[src/rtl/divide_unit.sv]
// divide_unit: iterative 32-bit RV32M divider (DIV, DIVU, REM, REMU).
// Radix-2 restoring division, one quotient bit per cycle, 32-cycle latency.
//
// Ports:
//   clk    - rising-edge clock
//   rst    - asynchronous active-high reset
//   start  - request strobe, accepted only when idle or in the done cycle
//   a, b   - dividend / divisor, sampled with start
//   op     - 00 DIV, 01 DIVU, 10 REM, 11 REMU
//   result - registered quotient or remainder, held until next completion
//   busy   - operation in progress (start ignored)
//   done   - one-cycle completion pulse, result valid in the same cycle
//
// Optional feature: define DIVIDE_UNIT_EARLY_OUT_EN to resolve divide-by-zero
// and signed overflow in one cycle without entering the iterative loop.
module divide_unit (
  input  logic        clk,
  input  logic        rst,
  input  logic        start,
  input  logic [31:0] a,
  input  logic [31:0] b,
  input  logic [1:0]  op,
  output logic [31:0] result,
  output logic        busy,
  output logic        done
);

  typedef enum logic [1:0] {
    DIVIDE_OP_DIV  = 2'b00,
    DIVIDE_OP_DIVU = 2'b01,
    DIVIDE_OP_REM  = 2'b10,
    DIVIDE_OP_REMU = 2'b11
  } op_t;

  typedef enum logic [1:0] {IDLE, CALC, SHORT, DONE} state_t;

  state_t      state;
  op_t         op_q;
  logic        neg_q, neg_r;
  logic [31:0] quo;   // dividend shifts out of the top, quotient bits enter at the bottom
  logic [31:0] dvs;   // divisor magnitude
  logic [31:0] rem;   // partial remainder; the 33rd bit lives only in the trial compare
  logic [4:0]  cnt;

  logic        signed_op, a_neg, b_neg, b_zero, is_rem_q, ge;
  logic [31:0] a_mag, b_mag;
  logic [32:0] shifted;
  logic [31:0] rem_nx, quo_nx, q_fix, r_fix, early_res;

  always_comb begin
    signed_op = ~op[0];
    a_neg     = signed_op & a[31];
    b_neg     = signed_op & b[31];
    a_mag     = a_neg ? -a : a;
    b_mag     = b_neg ? -b : b;
    b_zero    = (b == '0);
    is_rem_q  = (op_q == DIVIDE_OP_REM) || (op_q == DIVIDE_OP_REMU);

    // Remainder is always below the divisor, so the low 32 bits of the
    // difference are exact whenever the trial subtract succeeds.
    shifted = {rem, quo[31]};
    ge      = (shifted >= {1'b0, dvs});
    rem_nx  = ge ? (shifted[31:0] - dvs) : shifted[31:0];
    quo_nx  = {quo[30:0], ge};
    q_fix   = neg_q ? -quo_nx : quo_nx;
    r_fix   = neg_r ? -rem_nx : rem_nx;

    // Special-case results from latched magnitudes: with dvs==0 the
    // remainder is the original dividend; otherwise this is signed overflow
    // where |a| = 0x80000000 is itself the quotient and the remainder is 0.
    if (is_rem_q)
      early_res = (dvs == '0) ? (neg_r ? -quo : quo) : '0;
    else
      early_res = (dvs == '0) ? '1 : quo;
  end

`ifdef DIVIDE_UNIT_EARLY_OUT_EN
  logic special;
  always_comb begin
    special = b_zero || (signed_op && (a == 32'h8000_0000) && (b == 32'hFFFF_FFFF));
  end
`endif

  always_ff @(posedge clk or posedge rst) begin
    if (rst) begin
      state  <= IDLE;
      op_q   <= DIVIDE_OP_DIV;
      neg_q  <= 1'b0;
      neg_r  <= 1'b0;
      quo    <= '0;
      dvs    <= '0;
      rem    <= '0;
      cnt    <= '0;
      result <= '0;
      busy   <= 1'b0;
      done   <= 1'b0;
    end else begin
      case (state)
        IDLE, DONE: begin
          done <= 1'b0;
          if (start) begin
            op_q  <= op_t'(op);
            quo   <= a_mag;
            dvs   <= b_mag;
            neg_q <= (a_neg ^ b_neg) & ~b_zero;
            neg_r <= a_neg;
            rem   <= '0;
            cnt   <= 5'd31;
`ifdef DIVIDE_UNIT_EARLY_OUT_EN
            if (special) begin
              state <= SHORT;
            end else begin
              state <= CALC;
              busy  <= 1'b1;
            end
`else
            state <= CALC;
            busy  <= 1'b1;
`endif
          end else begin
            state <= IDLE;
          end
        end
        CALC: begin
          rem <= rem_nx;
          quo <= quo_nx;
          cnt <= cnt - 5'd1;
          if (cnt == '0) begin
            state  <= DONE;
            busy   <= 1'b0;
            done   <= 1'b1;
            result <= is_rem_q ? r_fix : q_fix;
          end
        end
        SHORT: begin
          state  <= DONE;
          done   <= 1'b1;
          result <= early_res;
        end
        default: state <= IDLE;
      endcase
    end
  end

endmodule

[config.mk]
export PLATFORM = sky130hd
export DESIGN_NAME = divide_unit
export DESIGN_NICKNAME = d
export VERILOG_FILES = /design/src/rtl/divide_unit.sv
export SDC_FILE = /design/constraint.sdc
export NUM_CORES = 1
export LEC_CHECK = 0
export CAP_MARGIN = 20
export CORE_MARGIN = 5
export CORE_UTILIZATION = 53
export CTS_CLUSTER_DIAMETER = 40
export DETAILED_ROUTE_END_ITERATION = 10
export PLACE_DENSITY_LB_ADDON = 0.15
export SYNTH_ARGS = -nofsm -noshare
export SYNTH_HDL_FRONTEND = slang
export SYNTH_SLANG_ARGS = --single-unit
[constraint.sdc]
create_clock -name clk -period 10.9 [get_ports clk]
set_clock_uncertainty 0.05 [all_clocks]
set_input_delay 1.635 -clock clk [delete_from_list [all_inputs] [get_ports clk]]
set_output_delay 1.635 -clock clk [all_outputs]
set_load 0.1 [all_outputs]
Word-level counts from Yosys, hierarchy flattened. Cells that the tools add are included.

$add $sub $neg: 7. Order comparisons: 1. Equal/unequal tests: 7. Mux-type cells: 26. Bitwise gates (word level): 6. Reduce and logical (&&, ||, !) cells: 12.

Operators with widths (number): 2-to-1 mux 32 bit (13); one-hot mux 32 bit (2 select lines) (3); negation 32 bit (5); zero test 32 bit (2); greater-or-equal comparator 33 x 32 -> 1 bit (1); subtractor 32 bit (1); one-hot mux 5 bit (2 select lines) (1); equality test 2 bit, second input constant (4); one-hot mux 2 bit (3 select lines) (1); AND reduction 2 bit (3); zero test 5 bit (1); 2-to-1 mux 5 bit (1); subtractor 5 x 1 -> 5 bit, second input constant (1); 2-to-1 mux 1 bit (4); inequality test 2 bit, second input constant (2); nonzero test 2 bit (2); bitwise AND 1 bit (3); one-hot mux 1 bit (3 select lines) (1); AND reduction 3 bit (1); equality test 2 x 1 -> 1 bit, second input constant (1); zero test 2 bit (1); 2-to-1 mux 2 bit (1); inverter 1 bit (2); one-hot mux 1 bit (2 select lines) (1); 3 further kinds (3).

Register bits after elaboration: 141. Input bits: 69. Output and inout bits: 34. Word-level logic and storage cells: 70.

Longest topological paths before layout. Gate-level depths: netlist of the first run.

Depth in word-level cells: 7. Depth in mapped cells: 25. Mapped depth without buffers: 19.

Worst setup path before layout of the first run. OpenSTA, ideal clock, no wires.

Kind: reg2reg. Start point: register rem[14]. End point: register result[28]. Library setup time: 0.067 ns. Arrival: 5.441 ns. Required time: 10.783 ns. Path slack: 5.342 ns. Stages on the path, launching flop included: 24. Path buffers: 5. Period minus slack after synthesis: 5.558 ns. Cell sequence: dfrtp_1 ha_1 buf_2 and4_1 nand4_1 or4_4 o211a_4 nand2_4 buf_2 buf_2 clkbuf_1 clkbuf_1 nand2_1 o21ai_0 ha_1 nand2_1 a211oi_1 o2111ai_1 o31ai_2 o211ai_1 or4_4 or4b_1 a21oi_1 o221a_2.

Longest elaborated chain between the ends: 7. Elaborated cells between the ends (all ways): 10. Classes of those cells: 3 x add/sub; 1 x order compare; 6 x mux.

RTL lines: from (decl) (RTL line 42) `logic [31:0] rem;`; from (signal assigned) (RTL line 125) `rem <= rem_nx;`; subtractor 32 bit or greater-or-equal comparator 33 x 32 -> 1 bit (tied branches) (RTL line 63, 62); 2-to-1 mux 32 bit (RTL line 63) `rem_nx = ge ? (shifted[31:0] - dvs) : shifted[31:0];`; negation 32 bit (RTL line 66) `r_fix = neg_r ? -rem_nx : rem_nx;`; 2-to-1 mux 32 bit (RTL line 66); 2-to-1 mux 32 bit (*) (RTL line 132) `result <= is_rem_q ? r_fix : q_fix;`; 2-to-1 mux 32 bit (*) (RTL line 128) `if (cnt == '0) begin`; one-hot mux 32 bit (2 select lines) (*) (RTL line 98) `case (state)`; to (signal assigned) (RTL line 132); to (signal assigned) (RTL line 138) `result <= early_res;`; to (decl) (RTL line 23) `output logic [31:0] result,`.

Mark *: on every way between the ends. The rest lies on a longest branch, timed or not. The select of a mux whose other input is x is not followed. A chain may end at the register's enable or synchronous reset.

Worst setup path in the final report of the first run.
Start point: register dvs[6]. End point: register result[28].

Longest elaborated chain between the ends: 7. Elaborated cells between the ends (all ways): 14. Classes of those cells: 3 x add/sub; 1 x order compare; 9 x mux; 1 x reduce/logical.

RTL lines: from (decl) (RTL line 41) `logic [31:0] dvs;`; from (signal assigned) (RTL line 104) `dvs <= b_mag;`; subtractor 32 bit or greater-or-equal comparator 33 x 32 -> 1 bit (tied branches) (RTL line 63, 62); 2-to-1 mux 32 bit (RTL line 63); negation 32 bit (RTL line 66); 2-to-1 mux 32 bit (RTL line 66); 2-to-1 mux 32 bit (RTL line 132); 2-to-1 mux 32 bit (RTL line 128); one-hot mux 32 bit (2 select lines) (*) (RTL line 98).

Marks and branches as above.

==> flow_summary.toml, run 1 <==
[drt]
wire_per_inst_um = 20.9
drtPass1Iterations = 6
drt_iter0_drc = 1435
drc = 0
routed_wl_mm = 41.8
vias = 12800
via_per_inst = 6.40
drtAntennaViolNets = 0

[clocking]
tritoncts = "yes"
clk_path_buf_depth = 2
ctsResizeCount = 0
cts.sinks = 139
clk_latency_ns = 0.43
cts_hold_buffers = 0
cts_setup_buffers = 0
path_clk_slew_ns = 0.07
cts-root-buf = "clkbuf_16"
cts_made_buffers = 17
htree_levels = 4

[final_layout]
fin_util_pct = 60.6
stdcell_count = 1998
ff_latch_area_um2 = 3480
design_area_um2 = 14100
multi_input_area_um2 = 8230
drive_gt1_share_pct = 4.53
syn_to_final_growth_pct = 13.5
num-fill-cells = 2236
diodes = 0
fin_nets = 1778

[critical_path]
cp_slowest_cell = "inv_2"
critPathLaunchType = "flop"
critPathArrivalTime_ns = 7.23
critPathMaxFanout = 76
cpPeakStageDelay_ns = 0.78
path_cells = "inv_1 > ha_1 > a21oi_1 > o21ai_1 > a41o_1 > o311ai_4 > nand2_4 > inv_2 > mux2i_1 > ha_1 > nand2_1 > a211oi_1 > o2111ai_1 > o31ai_2 > o211ai_1 > or4_4 > or4b_1 > a21oi_1 > o221a_2"
path_class = "flop to flop"
crit_required_ns = 11.22
crit_path_end_kind = "flop"

[synth]
synthTopCellsByCount = "o21ai_0 (192), nand2_1 (175), a21oi_1 (149)"
synth_cell_types = 79
ys_seq_area_share_pct = 28.0
ys_ff_latch = 139
synthArstFlopShare_pct = 100
synth_edf_count = 0
synth_area_um2 = 12400
synth.most_common_cell = "o21ai_0"
netlist_instances = 1647
synthFlopType = "dfrtp_1"
synth_top_area_share_pct = 28.0
synth-warning-count = 0
synth_area_leader_cell = "dfrtp_1"
syn-num-nets = 1758
syn_area_per_cell_um2 = 7.54
synthTopCellsByArea = "dfrtp_1 (28%), o21ai_0 (7.7%), a21oi_1 (6.0%)"

[hold_path]
min_path_type = "flop to flop"

[timing]
slew_headroom_pct = 28.0
period_needed_ns = 6.92
worstMarginPinSlew_ns = 1.08
rsz0062_at_grt = "false"
fin_crit_sh_pct = 63.5
timing.setup.tns_ns = 0
fmax_mhz = 145
maxSlewViolCount = 0
setup-violations-final = 0
finalHoldViolCount = 0

[floorplan]
start_util_pct = 53.4
dieArea_um2 = 26600
die_h_um = 163
core.rowCount = 56
pin_count = 103
die_x_um = 163
design.core.area_um2 = 23300

[global_route]
grt_antenna_before_repair = 0
grt_overflow = 0
grt_pass1_vias = 11600
grt_pass1_wl_mm = 65.8
gr-usage-all-layers_pct = 31.1
grt_max_degree = 86

[placement]
dp_cells = 1967
dpl.hpwl_mm = 31.4
port_buffers = 102
place_congestion = 0.964
dpl_cell_area_um2 = 13500

[power]
power_per_cell_area_nw_per_um2 = 372
p_leak_nw = 5.56
total_power_mw = 5.24
vdd_ir_drop_max_mv = 0.199

[status]
status = "complete, no violations"

[job]
drv_cap = 0
## metal layers
layer | track usage (%) | part of all wire [%] | vias to the layer above
met5 | 0 | 0 | -
met1 | 47.6 | 46 | 6072
li1 | - | - | 6059
met4 | 6.44 | 1.5 | 0
met2 | 46.8 | 44 | 596
met3 | 4.79 | 9.0 | 53
## placed cells by master (no fill, tap or decap), drive strengths merged, types with 21 or more instances in the layout
cell,synthesis,routed
a21oi,149,149
a22oi,28,28
a31oi,30,30
clkdlybuf4s50,0,102
dfrtp,139,139
ha,41,41
inv,73,77
mux2i,24,24
nand2,176,176
nand3,38,38
nor2,123,123
nor3,35,35
nor4,30,30
o211ai,21,21
o21ai,194,194
o22ai,24,24
o31ai,30,30
or3,24,24
xnor2,69,69
xor2,57,57
## sequential cells by signal, summed over array words and instances (netlist names)
name,flops
cnt,5
dvs,32
quo,32
busy,1
op_q,1
done,1
state,1
result,32
neg_q,1
rem,32
neg_r,1
## worst paths after layout
path                       startpoint          to  depth (start not counted)  slack, ns
min in group asynchronous         rst  result[21]                          2       1.63
max                            dvs[6]  result[28]                         19       3.98
max in group asynchronous         rst     dvs[12]                          3       7.92
min reg2reg                result[15]  result[15]                          2       0.42
max reg2reg                    dvs[6]  result[28]                         19       3.98
min                        result[15]  result[15]                          2       0.42
## cell type report
type | count | area share, %
Clock inverter | 14 | 1.16
Clock buffer | 17 | 3.02
Sequential cell | 139 | 24.7
Inverter | 73 | 1.98
Timing Repair Buffer | 114 | 7.89
Tap cell | 319 | 2.83
Multi-Input combinational cell | 1322 | 58.4
## worst max-delay path, delay by kind of cell (launching register included)
kind / cells / cell delay (ns)
DFF: 1 / 0.38
muxes: 1 / 0.39
and+or+nand+nor: 4 / 1.72
AOI/OAI and AO/OA: 10 / 2.72
buffers and inverters: 2 / 0.84
adders and majority gates: 2 / 0.72
## logic make-up (layout without fill, tap and decap cells)
logic type | count (synthesis) | in the layout | synth area share [%]
compound gates | 601 | 601 | 30.2
flops | 139 | 139 | 28.0
simple gates | 525 | 525 | 20.4
mux | 28 | 28 | 2.30
xor+xnor | 126 | 126 | 8.89
fa+ha+maj | 42 | 42 | 4.29
buf+inv | 186 | 218 | 5.88
## stage by stage
| step | hold slack [ns] | setup WS [ns] |
|---|---|---|
| final | 0.422 | 3.98 |
| after global routing | 0.448 | 3.67 |
| after CTS | 0.432 | 4.19 |
| after detailed placement | 0.417 | 4.24 |
| after global placement | 0.401 | 4.49 |
| after floorplan | 0.407 | 5.34 |
## power by group
group | total (mW) | switching, mW | leakage, nW | internal (mW)
Sequential | 1.03 | 0.296 | 1.72 | 0.735
Combinational | 3.61 | 2.47 | 3.55 | 1.14
Clock | 0.601 | 0.260 | 0.292 | 0.342
Total | 5.24 | 3.02 | 5.56 | 2.21
Note: power is estimated with default switching activity, not from simulation.
==> run 2, diff against run 1 <==
clock period = 5.98 ns   (was 10.9 ns; I/O delays follow)
==> flow_summary.toml, run 2 (synthesis gave the netlist of run 1 again) <==
[status]
status = "complete, no violations"

[job]
drv_cap = 0

[floorplan]
core.rowCount = 56
dieArea_um2 = 26600
die_x_um = 163
start_util_pct = 53.4
design.core.area_um2 = 23300
die_h_um = 163
pin_count = 103

[final_layout]
layout_commonest_cell = "o21ai_0"
diodes = 0
stdcell_count = 2006
fin_nets = 1785
drive_gt1_share_pct = 4.98
ff_latch_area_um2 = 3480
layout_common_cells = "o21ai_0 (192), nand2_1 (174), a21oi_1 (149)"
num-fill-cells = 2211
syn_to_final_growth_pct = 14.2
multi_input_area_um2 = 8230

[timing]
fin_crit_sh_pct = 95.6
timing.setup.tns_ns = 0
period_needed_ns = 5.72
finalHoldViolCount = 0
fmax_mhz = 175
maxSlewViolCount = 0
worstMarginPinSlew_ns = 1.02
setup-violations-final = 0
rsz0062_at_grt = "false"
slew_headroom_pct = 31.9

[global_route]
grt_max_degree = 103
grt_pass1_wl_mm = 67.2
grt_antenna_before_repair = 0
grt_overflow = 0
grt_pass1_vias = 12100
gr-usage-all-layers_pct = 31.7

[power]
vdd_ir_drop_max_mv = 0.537
total_power_mw = 9.65
p_leak_nw = 5.61
power_per_cell_area_nw_per_um2 = 681

[drt]
via_per_inst = 6.51
vias = 13100
wire_per_inst_um = 21.3
drc = 0
drtAntennaViolNets = 0
drt_iter0_drc = 1438
drtPass1Iterations = 8
routed_wl_mm = 42.7

[clocking]
htree_levels = 4
clk_path_buf_depth = 2
cts_hold_buffers = 0
cts-root-buf = "clkbuf_16"
path_clk_slew_ns = 0.07
cts_made_buffers = 17
cts.sinks = 139
tritoncts = "yes"
clk_latency_ns = 0.44

[critical_path]
crit_path_end_kind = "flop"
path_cells = "ha_1 > a21oi_1 > o21ai_1 > a41o_1 > o311ai_4 > nand2_4 > inv_2 > mux2i_1 > ha_1 > nand2_1 > a211oi_1 > o2111ai_1 > o31ai_2 > o211ai_1 > or4_4 > or4b_1 > a21oi_1 > o221a_2"
path_class = "flop to flop"
critPathMaxFanout = 11
critPathLaunchType = "flop"
cp_slowest_cell = "or4b_1"
crit_required_ns = 6.31
cpPeakStageDelay_ns = 0.53
critPathArrivalTime_ns = 6.05

[placement]
dp_cells = 1972
dpl.hpwl_mm = 31.7
port_buffers = 102
place_congestion = 0.939

[hold_path]
min_path_type = "flop to flop"
## run 2: through the flow
stage / cell area, µm² / hold slack, ns / utilization (%) / setup WS [ns]
floorplan: 12400 / 0.407 / - / 0.422
global placement: 13500 / 0.402 / 58.2 / 0.644
detailed placement: 13600 / 0.408 / 58.3 / 0.455
CTS: 14200 / 0.424 / 60.9 / 0.420
global route: 14200 / 0.457 / 60.9 / 0.00562
finish: 14200 / 0.420 / 60.9 / 0.262
## run 2: path summary, 6_finish.rpt
path	start	cells after the start	to	slack (ns)
hold reg to reg	result[15]	2	result[15]	0.42
min in group asynchronous	rst	2	result[27]	0.98
hold / removal	result[15]	2	result[15]	0.42
max in group asynchronous	rst	3	dvs[7]	3.70
setup reg to reg	rem[7]	18	result[28]	0.26
setup / recovery	rem[7]	18	result[28]	0.26
## run 2: critical path, delay by kind of cell, from the launching register on
family,cells,cell delay (ns)
AOI/OAI and AO/OA,10,2.80
adders and majority gates,2,0.67
and+or+nand+nor,4,1.27
muxes,1,0.30
buffers and inverters,1,0.10
DFF,1,0.46
## run 2: per-layer routing
metal	GRT usage, %	part of all wire [%]	routed length [µm]	vias to the layer above
met5	0	0	0	-
met4	8.84	2.4	1020	0
met3	4.74	10	4270	83
met2	47.8	43	18500	657
met1	47.5	44	18900	6224
li1	-	-	-	6092
## run 2: area by class of cell
type	count	share of cell area [%]
clock buffer	17	3.00
clock inverter	15	1.24
inverter	73	1.97
multi-input combinational	1322	58.1
sequential	139	24.6
tap	319	2.82
timing repair buffer	121	8.35
## run 2: where the power goes
part           internal, mW  leakage (nW)  switching [mW]
registers              1.34          1.72           0.520
logic                  2.12          3.59            4.55
clock network         0.601         0.297           0.522
total                  4.06          5.61            5.59
## run 2: timing repair
action,CTS,global route
endpoints found under the setup margin,0,1
setup buffers,0,1
resized for setup,0,0
